===== src/rtl/uart_pkg.sv =====
// Shared UART definitions: receiver state encoding, baud divisor helper and
// the line-level start/stop bit values used by both uart_rx and uart_tx.
package uart_pkg;

  typedef enum logic [1:0] {
    IDLE  = 2'd0,
    START = 2'd1,
    DATA  = 2'd2,
    STOP  = 2'd3
  } rx_state_e;

  localparam logic START_BIT = 1'b0;
  localparam logic STOP_BIT  = 1'b1;

  // Clocks per bit; integer truncation matches the transmitter's divisor.
  function automatic int unsigned baud_div(input int unsigned clk_freq,
                                           input int unsigned baud_rate);
    return clk_freq / baud_rate;
  endfunction

endpackage


===== src/rtl/sync_fifo.sv =====
// Synchronous first-word-fall-through FIFO shared by the UART blocks.
// A push on a full FIFO is accepted only when a pop frees a slot in the
// same cycle; a pop on an empty FIFO is ignored. The read port shows zero
// while empty so the head is well defined after reset.
module sync_fifo #(
  parameter int DATA_WIDTH = 8,
  parameter int FIFO_DEPTH = 16
) (
  input  logic                  clk_i,
  input  logic                  rst_i,
  input  logic                  wr_en,
  input  logic [DATA_WIDTH-1:0] wr_data,
  input  logic                  rd_en,
  output logic [DATA_WIDTH-1:0] rd_data,
  output logic                  empty,
  output logic                  full
);

  localparam int AW = $clog2(FIFO_DEPTH);
  localparam int CW = $clog2(FIFO_DEPTH + 1);

  logic [DATA_WIDTH-1:0] mem [FIFO_DEPTH];
  logic [AW-1:0]         wr_ptr_q;
  logic [AW-1:0]         rd_ptr_q;
  logic [CW-1:0]         count_q;
  logic                  do_push;
  logic                  do_pop;

  assign empty   = (count_q == '0);
  assign full    = (count_q == CW'(FIFO_DEPTH));
  assign do_pop  = rd_en && !empty;
  assign do_push = wr_en && (!full || do_pop);
  assign rd_data = empty ? '0 : mem[rd_ptr_q];

  // Pointer and occupancy tracking; pointers wrap naturally at FIFO_DEPTH.
  always_ff @(posedge clk_i) begin
    if (rst_i) begin
      wr_ptr_q <= '0;
      rd_ptr_q <= '0;
      count_q  <= '0;
    end else begin
      if (do_push) wr_ptr_q <= wr_ptr_q + AW'(1);
      if (do_pop)  rd_ptr_q <= rd_ptr_q + AW'(1);
      case ({do_push, do_pop})
        2'b10:   count_q <= count_q + CW'(1);
        2'b01:   count_q <= count_q - CW'(1);
        default: count_q <= count_q;
      endcase
    end
  end

  // Storage is data only; validity comes from the pointers, so no reset.
  always_ff @(posedge clk_i) begin
    if (do_push) mem[wr_ptr_q] <= wr_data;
  end

endmodule


===== src/rtl/uart_rx.sv =====
// UART receiver: start bit, DATA_WIDTH data bits LSB first, one stop bit.
// The line is synchronised through two flops, each bit is sampled mid-bit,
// and good words are queued in a receive FIFO read first-word-fall-through.
// Build option UART_RX_MAJORITY_EN: each sample point takes the 2-of-3
// majority around the target count and decides one cycle later; the next
// bit's counter restarts at 1 so the bit spacing stays BAUD_DIV.
module uart_rx
  import uart_pkg::*;
#(
  parameter int unsigned CLK_FREQ   = 50_000_000,
  parameter int unsigned BAUD_RATE  = 115_200,
  parameter int          DATA_WIDTH = 8,
  parameter int          FIFO_DEPTH = 16
) (
  input  logic                  clk_i,
  input  logic                  rst_i,
  input  logic                  rx_en_i,
  input  logic                  rx_bit_i,
  input  logic                  rx_ren_i,
  output logic [DATA_WIDTH-1:0] dout_o,
  output logic                  empty_o,
  output logic                  full_o,
  output logic                  frame_err_o,
  output logic                  overrun_o
);

  localparam int unsigned BAUD_DIV = baud_div(CLK_FREQ, BAUD_RATE);
  localparam int unsigned HALF_DIV = BAUD_DIV / 2;
  localparam int          CW       = $clog2(BAUD_DIV + 1);
  localparam int          IW       = (DATA_WIDTH > 1) ? $clog2(DATA_WIDTH) : 1;

`ifdef UART_RX_MAJORITY_EN
  localparam logic [CW-1:0] START_PT = CW'(HALF_DIV);
  localparam logic [CW-1:0] BIT_PT   = CW'(BAUD_DIV);
  localparam logic [CW-1:0] RELOAD   = CW'(1);
`else
  localparam logic [CW-1:0] START_PT = CW'(HALF_DIV - 1);
  localparam logic [CW-1:0] BIT_PT   = CW'(BAUD_DIV - 1);
  localparam logic [CW-1:0] RELOAD   = '0;
`endif

  logic                  rx_meta;
  logic                  rx_s;
  logic                  rx_q;
  logic                  bit_smp;

  rx_state_e             state_q, state_d;
  logic [CW-1:0]         cnt_q, cnt_d;
  logic [IW-1:0]         idx_q, idx_d;
  logic [DATA_WIDTH-1:0] shift_q, shift_d;
  logic                  push;
  logic                  ferr_d;
  logic                  ovr_d;

  // Two-flop synchroniser plus one history flop for falling-edge detection.
  always_ff @(posedge clk_i) begin
    if (rst_i) begin
      rx_meta <= 1'b1;
      rx_s    <= 1'b1;
      rx_q    <= 1'b1;
    end else begin
      rx_meta <= rx_bit_i;
      rx_s    <= rx_meta;
      rx_q    <= rx_s;
    end
  end

`ifdef UART_RX_MAJORITY_EN
  logic rx_qq;

  // Second history flop so three consecutive line samples are available.
  always_ff @(posedge clk_i) begin
    if (rst_i) rx_qq <= 1'b1;
    else       rx_qq <= rx_q;
  end

  assign bit_smp = (rx_s & rx_q) | (rx_s & rx_qq) | (rx_q & rx_qq);
`else
  assign bit_smp = rx_s;
`endif

  // Frame sequencing: next state, counters, shift register and events.
  always_comb begin
    state_d = state_q;
    cnt_d   = cnt_q;
    idx_d   = idx_q;
    shift_d = shift_q;
    push    = 1'b0;
    ferr_d  = 1'b0;
    ovr_d   = 1'b0;
    unique case (state_q)
      IDLE: begin
        cnt_d = '0;
        if (rx_en_i && rx_q && !rx_s) state_d = START;
      end
      START: begin
        if (cnt_q == START_PT) begin
          if (bit_smp != START_BIT) begin
            state_d = IDLE;
            cnt_d   = '0;
          end else begin
            state_d = DATA;
            cnt_d   = RELOAD;
            idx_d   = '0;
          end
        end else begin
          cnt_d = cnt_q + CW'(1);
        end
      end
      DATA: begin
        if (cnt_q == BIT_PT) begin
          shift_d = {bit_smp, shift_q[DATA_WIDTH-1:1]};
          cnt_d   = RELOAD;
          if (idx_q == IW'(DATA_WIDTH - 1)) state_d = STOP;
          else                              idx_d   = idx_q + IW'(1);
        end else begin
          cnt_d = cnt_q + CW'(1);
        end
      end
      STOP: begin
        if (cnt_q == BIT_PT) begin
          state_d = IDLE;
          cnt_d   = '0;
          if (bit_smp != STOP_BIT) ferr_d = 1'b1;
          else if (full_o)         ovr_d  = 1'b1;
          else                     push   = 1'b1;
        end else begin
          cnt_d = cnt_q + CW'(1);
        end
      end
      default: state_d = IDLE;
    endcase
  end

  // State, counter and shift register update; reset abandons any partial word.
  always_ff @(posedge clk_i) begin
    if (rst_i) begin
      state_q <= IDLE;
      cnt_q   <= '0;
      idx_q   <= '0;
      shift_q <= '0;
    end else begin
      state_q <= state_d;
      cnt_q   <= cnt_d;
      idx_q   <= idx_d;
      shift_q <= shift_d;
    end
  end

  // Error events are registered so each one is a clean single-cycle pulse.
  always_ff @(posedge clk_i) begin
    if (rst_i) begin
      frame_err_o <= 1'b0;
      overrun_o   <= 1'b0;
    end else begin
      frame_err_o <= ferr_d;
      overrun_o   <= ovr_d;
    end
  end

  sync_fifo #(
    .DATA_WIDTH (DATA_WIDTH),
    .FIFO_DEPTH (FIFO_DEPTH)
  ) u_fifo (
    .clk_i   (clk_i),
    .rst_i   (rst_i),
    .wr_en   (push),
    .wr_data (shift_q),
    .rd_en   (rx_ren_i),
    .rd_data (dout_o),
    .empty   (empty_o),
    .full    (full_o)
  );

endmodule


===== config.mk =====
export PLATFORM = sky130hd
export DESIGN_NAME = uart_rx
export DESIGN_NICKNAME = d
export VERILOG_FILES = /design/src/rtl/uart_pkg.sv /design/src/rtl/sync_fifo.sv /design/src/rtl/uart_rx.sv
export SDC_FILE = /design/constraint.sdc
export NUM_CORES = 1
export LEC_CHECK = 0
export BUFFER_PORTS_ARGS = -buffer_cell sky130_fd_sc_hd__buf_2
export CAP_MARGIN = 20
export CORE_MARGIN = 5
export CORE_UTILIZATION = 45
export CTS_CLUSTER_SIZE = 10
export DETAILED_ROUTE_END_ITERATION = 12
export PLACE_DENSITY = 0.66
export REMOVE_ABC_BUFFERS = 1
export SYNTH_ARGS = -nofsm -noshare
export SYNTH_HDL_FRONTEND = slang
export SYNTH_HIERARCHICAL = 1
export SYNTH_SLANG_ARGS = --single-unit

===== constraint.sdc =====
create_clock -name clk_i -period 3 [get_ports clk_i]
set_input_delay 0.75 -clock clk_i [delete_from_list [all_inputs] [get_ports clk_i]]
set_output_delay 0.75 -clock clk_i [all_outputs]
set_load 0.01 [all_outputs]

==> results of run 1 <==
[cells in the mapped netlist (7+ instances only)]
library cell	n
a211oi_1	18
a21oi_1	7
and3_1	7
buf_2	7
clkbuf_1	10
dfxtp_1	44
edfxtp_1	128
ha_1	13
inv_1	16
mux2i_1	20
mux4_2	32
nand3_1	9
nor2_1	36
nor2b_1	12
[where the power goes]
group          total [uW]  switching, uW  internal (uW)
clock                2430            929           1500
combinational        20.1           12.9           7.21
sequential           2520           1.45           2520
total                4970            944           4030
[cell families after synthesis]
kind of cell / after synthesis / synth area share (%)
adders and majority gates: 14 / 2.55
buffers and inverters: 40 / 2.44
and+or+nand+nor: 111 / 9.44
AOI/OAI and AO/OA: 50 / 5.20
muxes: 53 / 13.0
xor gates and xnor gates: 12 / 1.47
DFF: 172 / 65.9
[critical path: stages, from the launching register on]
cell and delay (ns):
dfxtp_2 0.41, buf_12 0.20, mux4_2 0.54, mux2i_1 0.26, a211oi_1 0.15, buf_2 0.20
[flip-flops by register name, indices dropped and copies added (netlist names), 3 cells and up, named ones only]
register / flops
u_fifo/count_q: 5
cnt_q: 9
shift_q: 8
idx_q: 3
u_fifo/rd_ptr_q: 4
u_fifo/wr_ptr_q: 4
u_fifo/mem: 128
[what timing repair did]
| item | 4_1_cts | 5_1_grt |
|---|---|---|
| setup buffers | 0 | 5 |
| setup endpoints to repair | 6 | 6 |
| gates resized for setup | 4 | 11 |
| cloned | 0 | 2 |
| pin swaps | 0 | 2 |
| endpoints found under the hold margin | 0 | 0 |
[worst max path at each step]
stage	from	end	slack, ns
floorplan	u_fifo/count_q[0]$_SDFFE_PP0P_	u_fifo/count_q[4]$_SDFFE_PP0P_	-0.13
global placement	u_fifo/count_q[0]$_SDFFE_PP0P_	u_fifo/count_q[4]$_SDFFE_PP0P_	0.19
detailed placement	cnt_q[0]$_SDFF_PP0_	u_fifo/count_q[4]$_SDFFE_PP0P_	0.09
CTS	flip-flop	dout_o[1]	0.005
global route	cnt_q[1]$_SDFF_PP0_	u_fifo/count_q[4]$_SDFFE_PP0P_	-0.04
finish	flip-flop	dout_o[2]	0.05
[metal layers]
| metal | vias to the layer above | wire, um |
|---|---|---|
| li1 | 1841 | - |
| met1 | 2007 | 6260 |
| met3 | 15 | 830 |
| met4 | 0 | 146 |
| met5 | - | 0 |
| met2 | 109 | 6850 |
[per-stage QoR]
| step | util, % | power, uW |
|---|---|---|
| CTS | 52.4 | 5010 |
| finish | 53.3 | 4970 |
| global placement | 48.1 | 2590 |
| global route | 53.3 | 5130 |
| floorplan | - | 2580 |
| detailed placement | 48.1 | 2600 |
[area by class of cell]
cell class              instances  share of cell area (%)
well taps                     216                    3.22
flip-flops and latches        172                    56.3
repair buffers                 44                    4.26
clock buffers                  18                    5.11
clock inverters                14                    2.71
inverters                      17                   0.760
multi-input cells             240                    27.6
==> results.cfg, run 1 <==
[power]
p_leak_uw = 0.00286
powerDensity_mw_per_mm2 = 592
ir_drop_v = 0.000357

[synth]
synth.avg_cell_area_um2 = 15.9
syn_area_mm2 = 0.00717
synth_seq_area_share_pct = 65.9
yosys_warnings = 6
synth_top_cell_area_share_pct = 53.6
yosys.area.top_type = edfxtp_1
synthDistinctLibCells = 60
synth_flop_cell = edfxtp_1
synthTopCellsByArea = edfxtp_1 (54%), dfxtp_1 (12%), mux4_2 (10%), mux2i_1 (2.8%), ha_1 (2.3%)
synth_edf_count = 128
ys_ff_latch = 172
synthCells = 452
async_flop_share_pct = 0

[global_routing]
gr-usage-all-layers_pct = 16.2
met3_usage_pct = 4.18
grt.busiest_layer = met2
antenna_found_initial = 0
grt_max_degree = 33
grt_pass1_vias = 4063
grt_overflow = 0
met2_usage_pct = 25.7
use_met1_pct = 22.3
grt_pass1_wl_um = 22400

[route]
dr.pass1.iters = 4
route.vias.total = 3972
viasPerCell = 5.51
drc = 0
drt-total-wl_um = 14100
final_antenna_net_count = 0
avgRoutedWirePerCell_um = 19.5
drtIter0Drc = 214

[floorplanning]
start_util_pct = 45.5
fp.coreArea_mm2 = 0.0158
fp.dieArea_mm2 = 0.0186
chipWidth_um = 136
dieHeight_um = 136
top_level_ports = 17
core.rowCount = 46

[sta]
min_period_ns = 2.95
slew_headroom_pct = 48.6
period_share_pct = 98.3
setup_viol = 0
hold_viol_final = 0
tightest_slew_ns = 0.770
grt_setup_unrepaired = yes
finalClockSkew_ns = 0.0100
fin_ws_ns = 0.0509
setup_tns_ns = 0
timing.fmax_mhz = 339
fin_hold_ws_ns = 0.416
slew_violations = 0

[layout]
n_antenna_cell = 0
multi_input_area_mm2 = 0.00232
finalNonFillerCells = 721
final_cell_area_mm2 = 0.00840
nets = 511
ff_latch_area_mm2 = 0.00473
n_fill_cell = 1304
drive_gt1_share_pct = 26.5
final_cell_mix = edfxtp_1 (128), dfxtp_1 (41), nor2_1 (34)
layout_commonest_cell = edfxtp_1
synthToLayoutAreaGrowth_pct = 17.1

[cts]
clk_latency_ns = 0.42
cts.sinks = 172
cts.path.max_buffers = 2
cts_htree_levels = 4
ctsHoldBuffers = 0
clk_pin_slew_ns = 0.06
clockRootBuffer = clkbuf_16
cts_tree = done
numCtsBuffers = 17

[place]
gp_congestion = 0.791
post-place-cells = 682
pre_cts_ws_ns = 0.0945
placed_area_mm2 = 0.00759
port-buffer-count = 16
dp_hpwl_um = 8840

[setup_path]
critPathLaunchType = flip-flop
r2r_cells = 10
reg2reg_slack_ns = 0.11
regToRegStartpoint = u_fifo/count_q[2]$_SDFFE_PP0P_
cp.arrival_ns = 2.20
worstPathRequired_ns = 2.25
cp_max_fo = 16
crit_type = reg -> out
r2r-end = u_fifo/count_q[4]$_SDFFE_PP0P_
crit_path_end_kind = output port

[run]
cap_violations = 0

[min_path]
hold_path_end = bit_smp$_SDFF_PP1_
hold_start = rx_meta$_SDFF_PP1_
hold_class = reg -> reg
hold_depth = 1

[outcome]
outcome = finished, final reports clean
Note: power is estimated with default switching activity, not from simulation.
==> run 2: changes to the inputs <==
--- a/config.mk
+++ b/config.mk
@@ -9,6 +9,7 @@
 export CAP_MARGIN = 20
 export CORE_MARGIN = 5
 export CORE_UTILIZATION = 45
+export CTS_BUF_LIST = sky130_fd_sc_hd__clkbuf_8 sky130_fd_sc_hd__clkbuf_16
 export CTS_CLUSTER_SIZE = 10
 export DETAILED_ROUTE_END_ITERATION = 12
 export PLACE_DENSITY = 0.66
==> results.cfg, run 2 (synthesized netlist as in run 1, its figures left out) <==
[outcome]
outcome = finished, final reports clean

[layout]
final_cell_mix = edfxtp_1 (128), dfxtp_1 (41), nor2_1 (34)
drive_gt1_share_pct = 26.5
largest_register = u_fifo/mem
synthToLayoutAreaGrowth_pct = 17.1
final_cell_area_mm2 = 0.00840
layout_commonest_cell = edfxtp_1
n_antenna_cell = 0
nets = 511
top_regs = u_fifo/mem: 128 flops, cnt_q: 9 flops, shift_q: 8 flops
postLayoutCoreUtil_pct = 53.3
largest_reg_flops = 128

[setup_path]
critPathLaunchType = flip-flop
crit_path_end_kind = output port
path_cells = buf_12 -> mux4_2 -> mux2i_1 -> a211oi_1 -> buf_2
worstPathRequired_ns = 2.25
r2r-end = u_fifo/count_q[4]$_SDFFE_PP0P_
cp.arrival_ns = 2.20
regToRegStartpoint = u_fifo/count_q[2]$_SDFFE_PP0P_
cp_max_fo = 16
reg2reg_slack_ns = 0.11
cpPeakStageDelay_ns = 0.54
crit_type = reg -> out
r2r_cells = 10
cpMaxStageDelayCell = mux4_2

[sta]
hold_viol_final = 0
finalClockSkew_ns = 0.0108
tightest_slew_ns = 0.752
setup_tns_ns = 0
min_period_ns = 2.95
period_share_pct = 98.2
fin_ws_ns = 0.0543
slew_violations = 0
timing.fmax_mhz = 339
setup_viol = 0
grt_setup_unrepaired = yes
slew_headroom_pct = 49.8

[place]
port-buffer-count = 16
gp_congestion = 0.791
dp_hpwl_um = 8840
pre_cts_ws_ns = 0.0945
placed_area_mm2 = 0.00759

[cts]
clockRootBuffer = clkbuf_16
ctsHoldBuffers = 0
cts_tree = done
cts.sinks = 172
clk_latency_ns = 0.42
clk_pin_slew_ns = 0.06
cts.path.max_buffers = 2
numCtsBuffers = 17
cts_htree_levels = 4

[min_path]
hold_depth = 1
hold_path_end = bit_smp$_SDFF_PP1_
hold_start = rx_meta$_SDFF_PP1_
hold_class = reg -> reg

[route]
dr.pass1.iters = 4
avgRoutedWirePerCell_um = 19.5
route.vias.total = 3979
drc = 0
drt-total-wl_um = 14100
drtIter0Drc = 214
viasPerCell = 5.52
final_antenna_net_count = 0

[floorplanning]
top_level_ports = 17
dieHeight_um = 136
chipWidth_um = 136
fp.dieArea_mm2 = 0.0186
start_util_pct = 45.5
fp.coreArea_mm2 = 0.0158
core.rowCount = 46

[global_routing]
grt_overflow = 0
grt_max_degree = 33
gr-usage-all-layers_pct = 16.2
antenna_found_initial = 0
grt_pass1_vias = 4063
grt_pass1_wl_um = 22400

[run]
cap_violations = 0

[power]
powerDensity_mw_per_mm2 = 592
p_leak_uw = 0.00287
p_total_uw = 4970
ir_drop_v = 0.000357
-- run 2: cell types whose count changed in the layout (fill, tap and decap cells not counted), sizes merged --
| cell | before | now |
|---|---|---|
| inv | 24 | 25 |
| clkbuf | 20 | 19 |
-- run 2: how the worst max path moves through the flow --
stage | startpoint | end | slack, ns | cells past startpoint
final | flip-flop | dout_o[2] | 0.05 | 5
after global routing | cnt_q[1]$_SDFF_PP0_ | u_fifo/count_q[4]$_SDFFE_PP0P_ | -0.04 | 13
after CTS | flip-flop | dout_o[1] | 0.005 | 6
after detailed placement | cnt_q[0]$_SDFF_PP0_ | u_fifo/count_q[4]$_SDFFE_PP0P_ | 0.09 | 12
after global placement | u_fifo/count_q[0]$_SDFFE_PP0P_ | u_fifo/count_q[4]$_SDFFE_PP0P_ | 0.19 | 10
after floorplan | u_fifo/count_q[0]$_SDFFE_PP0P_ | u_fifo/count_q[4]$_SDFFE_PP0P_ | -0.13 | 10
-- run 2: layout make-up --
cell class | instances | area [um2]
clock buffers | 17 | 425
repair buffers | 44 | 358
inverters | 17 | 63.8
well taps | 216 | 270
flip-flops and latches | 172 | 4730
clock inverters | 15 | 231
multi-input cells | 240 | 2320
fillers | 1304 | 7370
-- run 2: metrics by stage --
step           cells  hold slack, ns
3_5_place_dp     682           0.400
4_1_cts          714           0.417
6_report         721           0.416
2_1_floorplan    429           0.389
5_1_grt          721           0.422
3_3_place_gp     682           0.400
-- run 2: layer usage --
layer  track usage [%]  up-vias  part of all wire [%]
li1                  -     1840                     -
met1              22.3     2019                    44
met2              25.7      105                    49
met3              4.18       15                   5.8
met4              4.20        0                   1.0
met5                 0        -                     0
-- run 2: repair_timing --
| action | 4_1_cts | 5_1_grt |
|---|---|---|
| setup endpoints to repair | 6 | 6 |
| cloned | 0 | 2 |
| buffers inserted | 0 | 5 |
| resized for setup | 4 | 11 |
| pin swaps | 0 | 2 |
-- run 2: worst max-delay path, delay by kind of cell (launching register included) --
family | cells | cell delay, ns
buffers and inverters | 2 | 0.40
muxes | 2 | 0.80
DFF | 1 | 0.40
AOI/OAI and AO/OA | 1 | 0.15
-- run 2: power breakdown --
| group | internal, uW | total, uW | switching (uW) | leakage [uW] |
|---|---|---|---|---|
| Clock | 1500 | 2430 | 930 | 0.000322 |
| Combinational | 7.21 | 20.1 | 12.9 | 0.00100 |
| Sequential | 2520 | 2520 | 1.45 | 0.00154 |
| Total | 4030 | 4970 | 945 | 0.00287 |
==> run 3: changes to the inputs <==
--- a/config.mk
+++ b/config.mk
@@ -12,7 +12,6 @@
 export CTS_BUF_LIST = sky130_fd_sc_hd__clkbuf_8 sky130_fd_sc_hd__clkbuf_16
 export CTS_CLUSTER_SIZE = 10
 export DETAILED_ROUTE_END_ITERATION = 12
-export PLACE_DENSITY = 0.66
 export REMOVE_ABC_BUFFERS = 1
 export SYNTH_ARGS = -nofsm -noshare
 export SYNTH_HDL_FRONTEND = slang
==> results.cfg, run 3 (synthesized netlist as in run 1, its figures left out) <==
[outcome]
outcome = finished, final reports clean

[sta]
min_period_ns = 2.92
slew_headroom_pct = 50.5
timing.fmax_mhz = 343
slew_violations = 0
tightest_slew_ns = 0.741
hold_viol_final = 0
grt_setup_unrepaired = yes
period_share_pct = 97.2
fin_hold_ws_ns = 0.413
setup_viol = 0
finalClockSkew_ns = 0.00810

[setup_path]
cp_max_fo = 18
path_cells = buf_8 -> mux4_2 -> a211oi_1 -> a211oi_1 -> buf_2
cp.arrival_ns = 2.17
cpMaxStageDelayCell = mux4_2
worstPathRequired_ns = 2.25
critPathLaunchType = flip-flop
cp_common_cell = a211oi_1
cpPeakStageDelay_ns = 0.52
crit_type = reg -> out
crit_path_end_kind = output port

[place]
dp_hpwl_um = 8860
placed_area_mm2 = 0.00760
port-buffer-count = 16
gp_congestion = 0.837

[route]
drc = 0
final_antenna_net_count = 0
avgRoutedWirePerCell_um = 19.0
drtIter0Drc = 279
viasPerCell = 5.42
dr.pass1.iters = 4
drt-total-wl_um = 13700
route.vias.total = 3902

[cts]
cts_htree_levels = 4
cts.path.max_buffers = 2
clk_pin_slew_ns = 0.06
clk_latency_ns = 0.42
cts_tree = done
cts.sinks = 172
clockRootBuffer = clkbuf_16
numCtsBuffers = 17

[layout]
multi_input_area_mm2 = 0.00230
ff_latch_area_mm2 = 0.00473
final_cell_mix = edfxtp_1 (128), dfxtp_1 (40), nor2_1 (36)
final_cell_area_mm2 = 0.00823
nets = 510
largest_reg_flops = 128
drive_gt1_share_pct = 25.6
largest_register = u_fifo/mem
top_regs = u_fifo/mem: 128 flops, cnt_q: 9 flops, shift_q: 8 flops
postLayoutCoreUtil_pct = 52.2
synthToLayoutAreaGrowth_pct = 14.8
n_fill_cell = 1362
layout_commonest_cell = edfxtp_1
n_antenna_cell = 0

[power]
p_total_uw = 4520
p_leak_uw = 0.00281
ir_drop_v = 0.000445
powerDensity_mw_per_mm2 = 549

[floorplanning]
dieHeight_um = 136
fp.coreArea_mm2 = 0.0158
start_util_pct = 45.5
core.rowCount = 46
chipWidth_um = 136
top_level_ports = 17
fp.dieArea_mm2 = 0.0186

[global_routing]
grt_pass1_vias = 3977
gr-usage-all-layers_pct = 15.8
antenna_found_initial = 0
grt_pass1_wl_um = 21700
grt_max_degree = 33
grt_overflow = 0

[run]
cap_violations = 0

[min_path]
hold_class = reg -> reg
run 3: changes by cell type in the layout (fill, tap and decap cells not counted), moves of 2 or more:
cell and delta:
clkinv_2 +5, clkinv_4 +2, ha_1 +2, bufinv_16 -4, inv_1 +2, inv_8 -2, nor2_2 -2, inv_6 -4
nor2_1 +2
run 3: layer usage:
metal  wire (um)  track usage, %
met1        6240            21.7
met2        6820            24.9
met3         490            4.07
met4         105            4.70
met5           0               0
run 3: path summary, 6_finish.rpt:
kind,startpoint,end,slack [ns],cells after the start
setup / recovery,flip-flop,dout_o[6],0.08,5
hold / removal,rx_meta$_SDFF_PP1_,bit_smp$_SDFF_PP1_,0.41,1
hold reg to reg,rx_meta$_SDFF_PP1_,bit_smp$_SDFF_PP1_,0.41,1
setup reg to reg,u_fifo/count_q[0]$_SDFFE_PP0P_,u_fifo/count_q[4]$_SDFFE_PP0P_,0.13,10
run 3: cell type report:
cell class / count / area share [%]
Clock buffer: 17 / 5.17
Clock inverter: 15 / 1.35
Inverter: 17 / 0.775
Multi-Input combinational cell: 240 / 28.0
Sequential cell: 172 / 57.5
Tap cell: 216 / 3.28
Timing Repair Buffer: 43 / 3.94
run 3: per-stage QoR:
stage,setup slack [ns],setup TNS (ns),cells
floorplan,-0.131,-0.401,429
global placement,0.194,0,685
detailed placement,0.102,0,685
CTS,0.00418,0,717
global route,-0.0314,-0.0551,720
finish,0.0841,0,720
run 3: what timing repair did:
item	CTS	global route
buffers inserted	0	2
gates cloned	0	1
hold buffers	0	0
endpoints found under the setup margin	8	8
gates resized for setup	5	9
run 3: power by group:
group,switching [uW],total [uW],internal (uW)
registers,1.53,2520,2520
logic,13.0,20.1,7.16
clock network,848,1970,1120
run 3: critical path, delay by kind of cell, from the launching register on:
family          cells  cell delay (ns)
mux                 1             0.52
flops               1             0.47
compound gates      2             0.34
buf+inv             2             0.42
